`config.mk`:
```
export PLATFORM = sky130hd
export DESIGN_NAME = back_tile_fetch
export DESIGN_NICKNAME = d
export VERILOG_FILES = /design/src/rtl/back_tile_fetch.sv
export SDC_FILE = /design/constraint.sdc
export NUM_CORES = 1
export LEC_CHECK = 0
export ABC_CLOCK_PERIOD_IN_PS = 11800
export CORE_ASPECT_RATIO = 2
export CORE_UTILIZATION = 40
export CTS_BUF_LIST = sky130_fd_sc_hd__clkbuf_8 sky130_fd_sc_hd__clkbuf_16
export CTS_CLUSTER_SIZE = 16
export DETAILED_ROUTE_END_ITERATION = 10
export GPL_TIMING_DRIVEN = 0
export PLACE_DENSITY = 0.65
export SYNTH_ARGS = -nofsm -noshare
export SYNTH_HDL_FRONTEND = slang
export SYNTH_SLANG_ARGS = --single-unit
```
`constraint.sdc`:
```
create_clock -name clk -period 11.8 [get_ports clk]
set_input_delay 2.95 -clock clk [delete_from_list [all_inputs] [get_ports clk]]
set_output_delay 2.95 -clock clk [all_outputs]
set_load 0.1 [all_outputs]
```
`src/rtl/back_tile_fetch.sv`:
```
// Background tile pattern fetcher: reads four 32-bit ROM beats per tile index,
// assembles them into a shadow register and publishes the 128-bit pattern atomically.
module back_tile_fetch #(
  parameter int unsigned IDX_BIT = 8,
  parameter int unsigned ROM_DW  = 32,
  parameter int unsigned ROM_AW  = 10
) (
  input  logic                  clk,
  input  logic                  rst,
  input  logic [IDX_BIT-1:0]    tileIndex,
  input  logic                  tileReq,
  output logic [ROM_AW-1:0]     romAddr,
  output logic                  romRd,
  input  logic [ROM_DW-1:0]     romData,
  output logic [4*ROM_DW-1:0]   tileData,
  output logic                  tileValid,
  output logic [IDX_BIT-1:0]    tileTag,
  output logic                  busy
);

  typedef enum logic [1:0] {
    S_IDLE,
    S_ISSUE,
    S_DRAIN
  } state_t;

  state_t               r_state;
  state_t               w_nextState;

  logic [IDX_BIT-1:0]   r_curIdx;
  logic [1:0]           r_beat;
  logic                 r_pend;
  logic [IDX_BIT-1:0]   r_pendIdx;
  logic                 r_romRd;
  logic [ROM_AW-1:0]    r_romAddr;
  logic                 r_capVld;
  logic [1:0]           r_capBeat;
  logic [4*ROM_DW-1:0]  r_shadow;
  logic [4*ROM_DW-1:0]  r_tileData;
  logic                 r_tileValid;
  logic [IDX_BIT-1:0]   r_tileTag;

  logic                 w_hit;
  logic                 w_reqNew;
  logic                 w_start;
  logic [IDX_BIT-1:0]   w_startIdx;
  logic                 w_commit;
  logic                 w_pendVld;
  logic [IDX_BIT-1:0]   w_pendIdx;
  logic [4*ROM_DW-1:0]  w_shadowNext;

  assign w_hit    = r_tileValid && (tileIndex == r_tileTag);
  assign w_reqNew = tileReq && (tileIndex != r_curIdx);

  always_ff @(posedge clk or posedge rst) begin
    if (rst) begin
      r_state <= S_IDLE;
    end else begin
      r_state <= w_nextState;
    end
  end

  // A request arriving on the DRAIN edge is folded into the pending slot
  // before deciding whether to chain straight into another fetch.
  always_comb begin
    w_nextState = r_state;
    w_start     = 1'b0;
    w_startIdx  = r_curIdx;
    w_commit    = 1'b0;
    w_pendVld   = r_pend;
    w_pendIdx   = r_pendIdx;
    if ((r_state != S_IDLE) && w_reqNew) begin
      w_pendVld = 1'b1;
      w_pendIdx = tileIndex;
    end
    case (r_state)
      S_IDLE: begin
        if (tileReq && !w_hit) begin
          w_start     = 1'b1;
          w_startIdx  = tileIndex;
          w_nextState = S_ISSUE;
        end
      end
      S_ISSUE: begin
        if (r_beat == 2'd3) begin
          w_nextState = S_DRAIN;
        end
      end
      S_DRAIN: begin
        w_commit = 1'b1;
        if (w_pendVld && (w_pendIdx != r_curIdx)) begin
          w_start     = 1'b1;
          w_startIdx  = w_pendIdx;
          w_nextState = S_ISSUE;
        end else begin
          w_nextState = S_IDLE;
        end
      end
      default: w_nextState = S_IDLE;
    endcase
  end

  // Beat b lands in the b-th 32-bit slot counting down from the MSB.
  always_comb begin
    w_shadowNext = r_shadow;
    if (r_capVld) begin
      case (r_capBeat)
        2'd0:    w_shadowNext[4*ROM_DW-1 -: ROM_DW] = romData;
        2'd1:    w_shadowNext[3*ROM_DW-1 -: ROM_DW] = romData;
        2'd2:    w_shadowNext[2*ROM_DW-1 -: ROM_DW] = romData;
        default: w_shadowNext[ROM_DW-1   -: ROM_DW] = romData;
      endcase
    end
  end

  always_ff @(posedge clk or posedge rst) begin
    if (rst) begin
      r_curIdx  <= '0;
      r_beat    <= '0;
      r_romRd   <= 1'b0;
      r_romAddr <= '0;
    end else if (w_start) begin
      r_curIdx  <= w_startIdx;
      r_beat    <= 2'd0;
      r_romRd   <= 1'b1;
      r_romAddr <= {w_startIdx, 2'd0};
    end else if (r_state == S_ISSUE) begin
      if (r_beat == 2'd3) begin
        r_romRd <= 1'b0;
      end else begin
        r_beat    <= r_beat + 2'd1;
        r_romAddr <= {r_curIdx, r_beat + 2'd1};
      end
    end
  end

  always_ff @(posedge clk or posedge rst) begin
    if (rst) begin
      r_pend    <= 1'b0;
      r_pendIdx <= '0;
    end else if (w_commit) begin
      r_pend    <= 1'b0;
      r_pendIdx <= w_pendIdx;
    end else begin
      r_pend    <= w_pendVld;
      r_pendIdx <= w_pendIdx;
    end
  end

  always_ff @(posedge clk or posedge rst) begin
    if (rst) begin
      r_capVld  <= 1'b0;
      r_capBeat <= '0;
      r_shadow  <= '0;
    end else begin
      r_capVld  <= r_romRd;
      r_capBeat <= r_beat;
      if (r_capVld) begin
        r_shadow <= w_shadowNext;
      end
    end
  end

  always_ff @(posedge clk or posedge rst) begin
    if (rst) begin
      r_tileData  <= '0;
      r_tileValid <= 1'b0;
      r_tileTag   <= '0;
    end else if (w_commit) begin
      r_tileData  <= w_shadowNext;
      r_tileValid <= 1'b1;
      r_tileTag   <= r_curIdx;
    end
  end

  assign romRd     = r_romRd;
  assign romAddr   = r_romAddr;
  assign tileData  = r_tileData;
  assign tileValid = r_tileValid;
  assign tileTag   = r_tileTag;
  assign busy      = (r_state != S_IDLE);

endmodule
```
==> summary.md <==
| Metric | Value |
|---|---|
| Detailed Route WL | `about 30000 um` |
| ANT nets after route | `0` |
| WP data arrival | `5.96 ns` |
| Clock skew | `0.0141 ns` |
| Antenna diode count | `0` |
| Setup-failing EPs final | `0` |
| Total Die Area | `30100 um^2` |
| Clock transition at path regs | `~0.07 ns` |
| FF-to-FF path depth | `8` |
| RSZ-0062 raised after global routing | `no` |
| Tot GR Track Use | `a little over a fifth` |
| Worst-path fanout max | `10` |
| DRC Markers | `0` |
| CP endpoint | `r_curIdx[1]$_DFFE_PP0P_` |
| Layout cells sized above 1 | `15.7%` |
| Initial DRC count | `360` |
| Async S/R FF share, synth | `between 90% and 100%` |
| Cells after Synth | `just over 1000` |
| Syn Std Cell Area | `11800 um^2` |
| TritonCTS clock tree | `done` |
| Register area share after synthesis | `between 60% and 70%` |
| Outcome | `finished clean` |
| Max Slew Vio Count | `0` |
| H-tree levels | `1` |
| CP peak stage delay | `between 0.8 and 0.9 ns` |
| Commonest non-fill, non-tap cell in the layout | `nand2_1` |
| Fmax | `0.181 GHz` |
| I/O pin count | `192` |
| Gr ovfl total | `0` |
| Area delta synth->final | `27.4%` |
| Commonest non-fill, non-tap cells in the layout | `nand2_1, dfrtp_1, clkdlybuf4s50_1, mux2_2, clkbuf_1` |
| Max cap viols | `0` |
| Syn Nets | `between 1000 and 1500` |
| CTS Buf Count | `27` |
| Largest net degree at the start of global routing | `around 130` |
| Critical Path Stages | `9` |
| Tcrit/Tclk final | `between 40% and 50%` |
| Die Height | `roughly 240 um` |
| Register area | `7460 um^2` |
| Global-route wire length before repair | `between 40000 and 50000 um` |
| Worst flop-to-flop path endpoint | `r_curIdx[1]$_DFFE_PP0P_` |
| DIE WIDTH | `123 um` |
| Worst relative slew slack | `28.5%` |
| DP HPWL | `around 22000 um` |
| Port Buf Inserts | `188` |
| Total number of vias | `7956` |
| Synth Flop Type | `dfrtp_1` |
| Slowest cell on crit path | `o31ai_2` |
| CTS root buf | `clkbuf_16` |
| Post-synth cell types | `36` |
| Post-synth EDFFs | `0` |
| Postcts setup bufs | `0` |
| Yosys reg bits | `around 300` |
| Yosys top cell by area | `dfrtp_1` |
| Final Net Count | `approximately 1300` |
| FF-to-FF Start | `tileTag[3]$_DFFE_PP0P_` |
| Critical Path Start Type | `primary input` |
| Syn Area/Cell | `11.5 um^2` |
| Initial Util | `40.8%` |
| FILL cells | `approximately 2600` |
| Core Region | `around 29000 um^2` |
| Initial antenna violation count | `0` |
| Worst skew pair latency | `0.54 ns` |
| Flop-to-flop setup slack | `a little under 9 ns` |
| Share of the synthesized area in the top cell type | `63.4%` |
| Min Hold Slack | `approximately 0.44 ns` |
| Synth top area cells | `dfrtp_1, mux2_2, nand2_1` |
| Crit path buffers/inverters | `3` |
| Min-Delay Path Class | `reg2reg` |
| Crit path required time | `approximately 12 ns` |
| Hold Fails Final Rpt | `0` |
| Final min period | `~5.5 ns` |
| Setup crit start | `tileIndex[3]` |
| Footprint of the multi-input gates | `roughly 4000 um^2` |
| Wire per inst | `between 15 and 20 um` |
| CTS resizes | `0` |
| Top Family by Delay on Critical Path | `buffers and inverters` |
| YS warnings | `0` |
| CP endpoint kind | `flop` |
| Worst slew pin tran | `1.07 ns` |
| Placer congestion estimate | `0.879` |
| DRT Pass-1 Iters | `4` |
| # rows | `between 80 and 90` |
| Vias in the first global route | `between 8000 and 9000` |
| Hold Buf Count CTS | `0` |
| Clk sinks | `around 300` |
| CTS max path bufs | `3` |
| Routed vias/inst | `slightly below 5` |
| WS Path Type | `in2reg` |
| CP cell instances | `clkdlybuf4s50_1 -> xnor2_1 -> nand3_1 -> o31ai_2 -> or2_2 -> buf_2 -> buf_2 -> mux2i_1 -> mux2i_1` |
==> layout make-up <==
cell class,instances,share of cell area (%)
buffer,54,1.68
clock buffer,32,4.97
clock inverter,15,0.593
inverter,10,0.301
multi-input combinational,665,26.8
sequential,298,49.8
tap,360,3.01
timing repair buffer,190,12.9
==> stage by stage <==
step | worst slack (ns) | cells | area, um^2 | utilization (%) | setup TNS (ns)
2_1_floorplan | 0.617 | 1027 | 11800 | - | 0
3_3_place_gp | -2.95 | 1575 | 14100 | 48.9 | -871.18
3_5_place_dp | 5.74 | 1577 | 14200 | 49.1 | 0
4_1_cts | 6.31 | 1624 | 15000 | 52.0 | 0
5_1_grt | 6.15 | 1624 | 15000 | 52.0 | 0
6_report | 6.26 | 1624 | 15000 | 52.0 | 0
==> Yosys cell counts (all sizes together), types with 2 or more instances <==
master / n
nand2: 412
dfrtp: 298
mux2: 142
clkbuf: 31
mux2i: 29
buf: 23
xnor2: 17
o21ai: 14
a21oi: 10
inv: 10
nor2: 6
o211ai: 5
o22ai: 4
a41o: 3
nand3: 3
xor2: 3
nand2b: 2
nand3b: 2
nand4: 2
==> how the worst min path moves through the flow <==
stage | start | to | depth (start not counted)
floorplan | r_pend$_DFF_PP0_ | r_pend$_DFF_PP0_ | 2
global placement | romRd$_DFFE_PP0P_ | r_capVld$_DFF_PP0_ | 0
detailed placement | romRd$_DFFE_PP0P_ | r_capVld$_DFF_PP0_ | 0
CTS | romRd$_DFFE_PP0P_ | r_capVld$_DFF_PP0_ | 0
global route | romRd$_DFFE_PP0P_ | r_capVld$_DFF_PP0_ | 0
finish | romRd$_DFFE_PP0P_ | r_capVld$_DFF_PP0_ | 0
==> per-layer routing <==
layer / global-route usage [%] / up-vias / wire [um]
met1: 25.2 / 3989 / 12000
met3: 2.50 / 40 / 969
li1: - / 3762 / -
met5: 0 / - / 0
met2: 38.6 / 165 / 16700
met4: 6.27 / 0 / 647
==> kinds of logic after synthesis <==
logic type      share of synthesized area (%)
flops                                    63.4
simple gates                             14.2
buf+inv                                  2.46
xor+xnor                                 1.55
mux                                      16.1
fa+ha+maj                               0.106
compound gates                           2.10
==> registers in the layout, summed over array words and instances, names as in the netlist <==
| signal | flops |
|---|---|
| r_shadow | 128 |
| tileData | 128 |
| romAddr | 9 |
| r_curIdx | 8 |
| r_pendIdx | 8 |
| tileTag | 8 |
| r_capBeat | 2 |
| r_state | 2 |
| r_beat | 1 |
| r_capVld | 1 |
| r_pend | 1 |
| romRd | 1 |
| tileValid | 1 |
Power is not shown: default switching activity piles up to over one toggle a cycle in this logic, so the estimate is an artifact.
